**src/rtl/execute_unit_md.sv**
```systemverilog
// RV32I execute stage with operand forwarding, branch compare, single-cycle ALU,
// an iterative radix-2 M-extension unit with stall handshake, and the EX/MEM register.
module execute_unit_md #(
    parameter int XLEN  = 32,
    parameter bit MD_EN = 1'b1
) (
    input  logic            clk,
    input  logic            rst,
    input  logic            ex_valid,
    input  logic            ex_flush,
    input  logic [XLEN-1:0] ex_pc,
    input  logic [XLEN-1:0] ex_DataA,
    input  logic [XLEN-1:0] ex_DataB,
    input  logic [XLEN-1:0] imm,
    input  logic [XLEN-1:0] mem_ALU_out,
    input  logic [XLEN-1:0] wb_WBData,
    input  logic [1:0]      ForwardASel,
    input  logic [1:0]      ForwardBSel,
    input  logic            id_ASel,
    input  logic            id_BSel,
    input  logic            id_BrUn,
    input  logic [3:0]      ex_ALUSel,
    input  logic            ex_is_md,
    input  logic [2:0]      ex_MDSel,
    output logic            ex_BrEq,
    output logic            ex_BrLT,
    output logic            ex_stall,
    output logic            mem_valid,
    output logic [XLEN-1:0] mem_result,
    output logic [XLEN-1:0] mem_ForwardDataB
);

    localparam int SHW = $clog2(XLEN);

    typedef enum logic [1:0] {IDLE = 2'd0, BUSY = 2'd1, DONE = 2'd2} mdState_t;

    logic [XLEN-1:0] fwdA, fwdB, aluA, aluB, aluOut;
    logic [SHW-1:0]  shamt;
    logic            mdStall, mdDone;
    logic [XLEN-1:0] mdResult, mdStoreB;

    // Forwarding muxes (encoding 3 falls back to the ID/EX value)
    always_comb begin
        fwdA = ex_DataA;
        fwdB = ex_DataB;
        case (ForwardASel)
            2'd1:    fwdA = wb_WBData;
            2'd2:    fwdA = mem_ALU_out;
            default: fwdA = ex_DataA;
        endcase
        case (ForwardBSel)
            2'd1:    fwdB = wb_WBData;
            2'd2:    fwdB = mem_ALU_out;
            default: fwdB = ex_DataB;
        endcase
    end

    assign aluA  = id_ASel ? ex_pc : fwdA;
    assign aluB  = id_BSel ? imm : fwdB;
    assign shamt = aluB[SHW-1:0];

    // Single-cycle ALU
    always_comb begin
        aluOut = '0;
        case (ex_ALUSel)
            4'd0:    aluOut = aluA + aluB;
            4'd1:    aluOut = aluA - aluB;
            4'd2:    aluOut = aluA << shamt;
            4'd3:    aluOut = {{(XLEN-1){1'b0}}, ($signed(aluA) < $signed(aluB))};
            4'd4:    aluOut = {{(XLEN-1){1'b0}}, (aluA < aluB)};
            4'd5:    aluOut = aluA ^ aluB;
            4'd6:    aluOut = aluA >> shamt;
            4'd7:    aluOut = $unsigned($signed(aluA) >>> shamt);
            4'd8:    aluOut = aluA | aluB;
            4'd9:    aluOut = aluA & aluB;
            4'd10:   aluOut = aluB;
            default: aluOut = '0;
        endcase
    end

    assign ex_BrEq = (fwdA == fwdB);
    assign ex_BrLT = id_BrUn ? (fwdA < fwdB) : ($signed(fwdA) < $signed(fwdB));

    generate
        if (MD_EN) begin : gMd
            mdState_t          state, nextState;
            logic [SHW-1:0]    count;
            logic [XLEN-1:0]   hi, lo, magA, magB, storeB;
            logic [2:0]        sel;
            logic              negA, negB;
            logic              accept, aSignedIn, bSignedIn;
            logic [XLEN-1:0]   inMagA, inMagB, stepHi, stepLo;
            logic [XLEN:0]     mulSum, divRem;
            logic              divGe, divZero;
            logic [2*XLEN-1:0] prodFix;
            logic [XLEN-1:0]   quoFix, remFix, dividend;

            assign accept = (state == IDLE) & ex_valid & ex_is_md & ~ex_flush;

            // Operand signedness from funct3 and magnitude extraction
            always_comb begin
                aSignedIn = 1'b0;
                bSignedIn = 1'b0;
                case (ex_MDSel)
                    3'd1, 3'd4, 3'd6: begin
                        aSignedIn = 1'b1;
                        bSignedIn = 1'b1;
                    end
                    3'd2:    aSignedIn = 1'b1;
                    default: begin
                        aSignedIn = 1'b0;
                        bSignedIn = 1'b0;
                    end
                endcase
                inMagA = (aSignedIn & fwdA[XLEN-1]) ? -fwdA : fwdA;
                inMagB = (bSignedIn & fwdB[XLEN-1]) ? -fwdB : fwdB;
            end

            // One radix-2 step: hi:lo is product/multiplier or remainder/quotient
            always_comb begin
                mulSum = {1'b0, hi} + (lo[0] ? {1'b0, magA} : {(XLEN+1){1'b0}});
                divRem = {hi, lo[XLEN-1]};
                divGe  = (divRem >= {1'b0, magB});
                if (sel[2]) begin
                    stepHi = divGe ? (divRem[XLEN-1:0] - magB) : divRem[XLEN-1:0];
                    stepLo = {lo[XLEN-2:0], divGe};
                end else begin
                    stepHi = mulSum[XLEN:1];
                    stepLo = {mulSum[0], lo[XLEN-1:1]};
                end
            end

            // FSM state and iterative datapath registers
            always_ff @(posedge clk or posedge rst) begin
                if (rst) begin
                    state  <= IDLE;
                    count  <= '0;
                    hi     <= '0;
                    lo     <= '0;
                    magA   <= '0;
                    magB   <= '0;
                    storeB <= '0;
                    sel    <= 3'd0;
                    negA   <= 1'b0;
                    negB   <= 1'b0;
                end else begin
                    state <= nextState;
                    if (accept) begin
                        count  <= '0;
                        hi     <= '0;
                        lo     <= ex_MDSel[2] ? inMagA : inMagB;
                        magA   <= inMagA;
                        magB   <= inMagB;
                        storeB <= fwdB;
                        sel    <= ex_MDSel;
                        negA   <= aSignedIn & fwdA[XLEN-1];
                        negB   <= bSignedIn & fwdB[XLEN-1];
                    end else if (state == BUSY) begin
                        count <= count + 1'b1;
                        hi    <= stepHi;
                        lo    <= stepLo;
                    end
                end
            end

            // Next-state logic; flush aborts an operation in flight
            always_comb begin
                nextState = state;
                case (state)
                    IDLE: begin
                        if (accept) nextState = BUSY;
                        else        nextState = IDLE;
                    end
                    BUSY: begin
                        if (ex_flush)                      nextState = IDLE;
                        else if (count == SHW'(XLEN - 1))  nextState = DONE;
                        else                               nextState = BUSY;
                    end
                    DONE:    nextState = IDLE;
                    default: nextState = IDLE;
                endcase
            end

            // Sign correction; divide-by-zero overrides, overflow falls out naturally
            always_comb begin
                mdResult = '0;
                prodFix  = (negA ^ negB) ? -{hi, lo} : {hi, lo};
                quoFix   = (negA ^ negB) ? -lo : lo;
                remFix   = negA ? -hi : hi;
                dividend = negA ? -magA : magA;
                divZero  = (magB == '0);
                case (sel)
                    3'd0:             mdResult = prodFix[XLEN-1:0];
                    3'd1, 3'd2, 3'd3: mdResult = prodFix[2*XLEN-1:XLEN];
                    3'd4, 3'd5:       mdResult = divZero ? '1 : quoFix;
                    default:          mdResult = divZero ? dividend : remFix;
                endcase
            end

            assign mdStall  = accept | (state == BUSY);
            assign mdDone   = (state == DONE);
            assign mdStoreB = storeB;
        end else begin : gNoMd
            assign mdStall  = 1'b0;
            assign mdDone   = 1'b0;
            assign mdResult = '0;
            assign mdStoreB = '0;
        end
    endgenerate

    assign ex_stall = mdStall & ~rst;

    // EX/MEM register: flush beats completion, stalls insert bubbles
    always_ff @(posedge clk or posedge rst) begin
        if (rst) begin
            mem_valid        <= 1'b0;
            mem_result       <= '0;
            mem_ForwardDataB <= '0;
        end else if (ex_flush) begin
            mem_valid <= 1'b0;
        end else if (mdDone) begin
            mem_valid        <= 1'b1;
            mem_result       <= mdResult;
            mem_ForwardDataB <= mdStoreB;
        end else if (mdStall) begin
            mem_valid <= 1'b0;
        end else begin
            mem_valid        <= ex_valid;
            mem_result       <= aluOut;
            mem_ForwardDataB <= fwdB;
        end
    end

endmodule

```
**config.mk**
```make
export PLATFORM = sky130hd
export DESIGN_NAME = execute_unit_md
export DESIGN_NICKNAME = d
export VERILOG_FILES = /design/src/rtl/execute_unit_md.sv
export SDC_FILE = /design/constraint.sdc
export NUM_CORES = 2
export LEC_CHECK = 0
export CAP_MARGIN = 0
export CORE_MARGIN = 2
export CORE_UTILIZATION = 30
export DETAILED_ROUTE_END_ITERATION = 7
export PLACE_DENSITY = 0.57
export SYNTH_ARGS = -nofsm -noshare
export SYNTH_HDL_FRONTEND = slang
export SYNTH_SLANG_ARGS = --single-unit
```
**constraint.sdc**
```tcl
create_clock -name clk -period 9.39 [get_ports clk]
set_input_delay 0.939 -clock clk [delete_from_list [all_inputs] [get_ports clk]]
set_output_delay 0.939 -clock clk [all_outputs]
set_load 0.01 [all_outputs]
```
==> impl_metrics.env <==
export IMPL_status="finished, violations left"
export IMPL_violations="design-rule violations"
export IMPL_synth_edf_count=0
export IMPL_synth_cell_types=87
export IMPL_crit_type="in -> reg"
export IMPL_post_cts_buffers=0
export IMPL_fmax_mhz=126.3
export IMPL_hold_class="reg -> reg"
export IMPL_die_area_mm2=0.1031
export IMPL_nets=4640
export IMPL_die_h_um=321.0
export IMPL_htreeDepth=1
export IMPL_stdcell_area_mm2=0.03544
export IMPL_overflow=0
export IMPL_fp_dieW_um=321.0
export IMPL_syn_cell_area_mm2=0.03015
export IMPL_synth_nets=4517
export IMPL_finalSetupViolations=0
export IMPL_cts_tree="yes"
export IMPL_core_area_mm2=0.09986
export IMPL_power_total_mw=8.067
export IMPL_postSynthCellCount=4091
export IMPL_finalCritPeriodShare=0.8430
export IMPL_grt_pass1_wl_mm=222.9
export IMPL_met1Wirelength_mm=66.04
export IMPL_clock_skew_ns=0.02425
export IMPL_multi_input_area_mm2=0.02246
export IMPL_post_drt_via_cell_ratio=6.134
export IMPL_leakage_nw=14.86
export IMPL_post_dp_hpwl_mm=122.8
export IMPL_cts_path_max_buffers=3
export IMPL_ys_top_cells_by_count="445 x nand2_1, 391 x o21ai_0, 335 x nor2_1"
export IMPL_tns_ns=0
export IMPL_wl_met3_mm=13.96
export IMPL_synth_warnings=0
export IMPL_numCtsBuffers=28
export IMPL_worstReg2RegStart="gMd.lo[0]"
export IMPL_antenna_found_initial=5
export IMPL_clkTransAtPathRegs_ns=0.06
export IMPL_routed_wl_mm=156.0
export IMPL_synth_top_area_share=0.1959
export IMPL_cts_resized=0
export IMPL_fill_cells=10650
export IMPL_cp_start_kind="primary input"
export IMPL_vias=33980
export IMPL_drive_gt1_frac=0.06138
export IMPL_first_iter_violations=4129
export IMPL_synth_seq_cells=236
export IMPL_area_growth_pct=17.54
export IMPL_dpl_cell_area_mm2=0.03440
export IMPL_r2r_cells=15
export IMPL_power_density_mw_per_mm2=227.6
export IMPL_first_global_vias=31430
export IMPL_start_util=0.3020
export IMPL_grt_usage=0.2892
export IMPL_clk_insertion_delay_late_ns=0.58
export IMPL_min_path_cells=2
export IMPL_rsz0062_at_grt="no"
export IMPL_cp_required_ns=9.81
export IMPL_ant_nets=0
export IMPL_cts_hold_buf=0
export IMPL_yosysMostFrequentCell="nand2_1"
export IMPL_synth_ff_type="dfrtp_1"
export IMPL_slew_headroom=0.1612
export IMPL_regArea_mm2=0.005911
export IMPL_cts_root_buf="clkbuf_16"
export IMPL_arrival_ns=8.34
export IMPL_reg2reg_to="gMd.hi[25]"
export IMPL_wl_met2_mm=68.19
export IMPL_min_to="mem_ForwardDataB[4]"
export IMPL_routedWlPerCell_um=28.16
export IMPL_avgSynthCellArea_um2=7.371
export IMPL_std_cell_rows=116
export IMPL_remaining_drc_errors=1
export IMPL_top_layer="met5"
export IMPL_cts_sinks=236
export IMPL_min_period_ns=7.916
export IMPL_grt_max_degree=102
export IMPL_ir_worst_vdd_uv=152.3
export IMPL_reg2reg_slack_ns=4.81
export IMPL_maxCapViolCount=0
export IMPL_synth_top_area_cell="dfrtp_1"
export IMPL_first_pass_iters=8
export IMPL_io_pins=279
export IMPL_yosysSeqAreaShare=0.1959
export IMPL_endpoint_kind="flop"
export IMPL_finalHoldViolations=0
export IMPL_synth_area_leaders="dfrtp_1 20%, ha_1 8.8%, mux2i_1 6.6%, o21ai_0 6.5%, nand2_1 5.5%"
export IMPL_tightest_slew_ns=1.254
export IMPL_whs_ns=0.4793
export IMPL_fin_util=0.3550
export IMPL_gp_congestion=1.051
export IMPL_cp_max_fo=37
export IMPL_async_flop_share=1.000
export IMPL_hold_path_startpoint="mem_ForwardDataB[4]"
export IMPL_drv_slew=0
export IMPL_port_buffers=278
==> layout make-up <==
type | instances | share of cell area
Multi-Input combinational cell | 3356 | 0.6337
Sequential cell | 236 | 0.1668
Timing Repair Buffer | 397 | 0.1034
Tap cell | 1298 | 0.04582
Clock buffer | 35 | 0.02192
Inverter | 195 | 0.02086
Clock inverter | 17 | 0.007131
Antenna cell | 5 | 0.0003530
==> per-layer routing <==
layer | GRT usage | vias up
met5 | 0 | -
met4 | 0.1211 | 4
li1 | - | 15270
met2 | 0.4507 | 1967
met1 | 0.3950 | 16370
met3 | 0.04659 | 375
==> critical path, stage by stage <==
cell and delay [ns]:
clkdlybuf4s50_1 0.52, inv_1 0.07, ha_1 0.27, buf_4 0.34, inv_1 0.16, buf_4 0.26, o21ai_1 0.96, o21ai_0 0.39
ha_1 0.55, inv_1 0.11, a2111oi_0 0.63, a2111oi_0 0.29, nor3_1 0.76, o221ai_1 0.39, a311o_1 0.47, a221oi_1 0.35
o21ai_0 0.15, a2111oi_0 0.56, o21ai_0 0.15
==> report_power, final <==
part / total, mW / internal (mW) / leakage, nW / switching [mW]
sequential: 1.87 / 1.30 / 2.95 / 0.569
combinational: 4.97 / 1.98 / 11.4 / 2.99
clock: 1.23 / 0.731 / 0.498 / 0.500
==> sequential cells by signal, summed over array words and instances (netlist names) <==
signal / cells
mem_result: 32
mem_ForwardDataB: 32
gMd.sel: 3
mem_valid: 1
gMd.magA: 32
gMd.storeB: 31
gMd.hi: 32
gMd.negB: 1
gMd.negA: 1
gMd.count: 5
gMd.state: 2
gMd.lo: 32
gMd.magB: 32
==> placed cells by master (no fill, tap or decap), types with 16 or more instances in the layout <==
master and n:
nand2_1 445, o21ai_0 389, nor2_1 331, a21oi_1 287
clkdlybuf4s50_1 276, dfrtp_1 234, ha_1 210, mux2i_1 200
inv_1 190, xnor2_1 129, xor2_1 125, buf_4 119
a21o_1 85, a221oi_1 83, nor3_1 61, o211ai_1 61
nand3_1 58, o31ai_1 57, a211oi_1 53, a22oi_1 51
a31oi_1 51, o221ai_1 50, and2_1 45, a221o_1 43
nor2b_1 41, o21ai_1 37, nor4_1 36, nand2b_1 33
o22ai_1 33, or3_1 28, clkbuf_16 28, o21a_1 27
nand4_1 20, nor3b_1 20, or2_2 20, mux2_2 20
or4_1 18, and3_1 16
==> how the worst max path moves through the flow <==
stage / cells after the start / to / start / slack [ns]
finish: 19 / mem_result[30] / ForwardBSel[0] / 1.47
global route: 19 / mem_result[30] / ForwardBSel[0] / 1.24
CTS: 19 / mem_result[30] / ForwardBSel[0] / 1.82
detailed placement: 19 / mem_result[30] / ForwardBSel[0] / 1.23
global placement: 19 / mem_result[30] / ForwardBSel[0] / 1.55
floorplan: 1 / gMd.count[0] / rst / 1.98
==> per-stage QoR <==
stage,setup slack [ns],std cells
6_report,1.474,5539
4_1_cts,1.820,5534
3_5_place_dp,1.234,5482
2_1_floorplan,1.976,4091
3_3_place_gp,1.547,5482
5_1_grt,1.237,5534
==> cell families (layout without fill, tap and decap cells) <==
| group | count (synthesis) | count (layout) | share of synthesized area |
|---|---|---|---|
| buffers and inverters | 499 | 644 | 0.06324 |
| DFF | 236 | 236 | 0.1959 |
| and+or+nand+nor | 1209 | 1209 | 0.1850 |
| adders and majority gates | 215 | 215 | 0.09021 |
| AOI/OAI and AO/OA | 1451 | 1451 | 0.3137 |
| other | 0 | 5 | 0 |
| xor gates and xnor gates | 256 | 256 | 0.07436 |
| muxes | 225 | 225 | 0.07759 |
No activity file was read; power rests on OpenSTA's default activity.
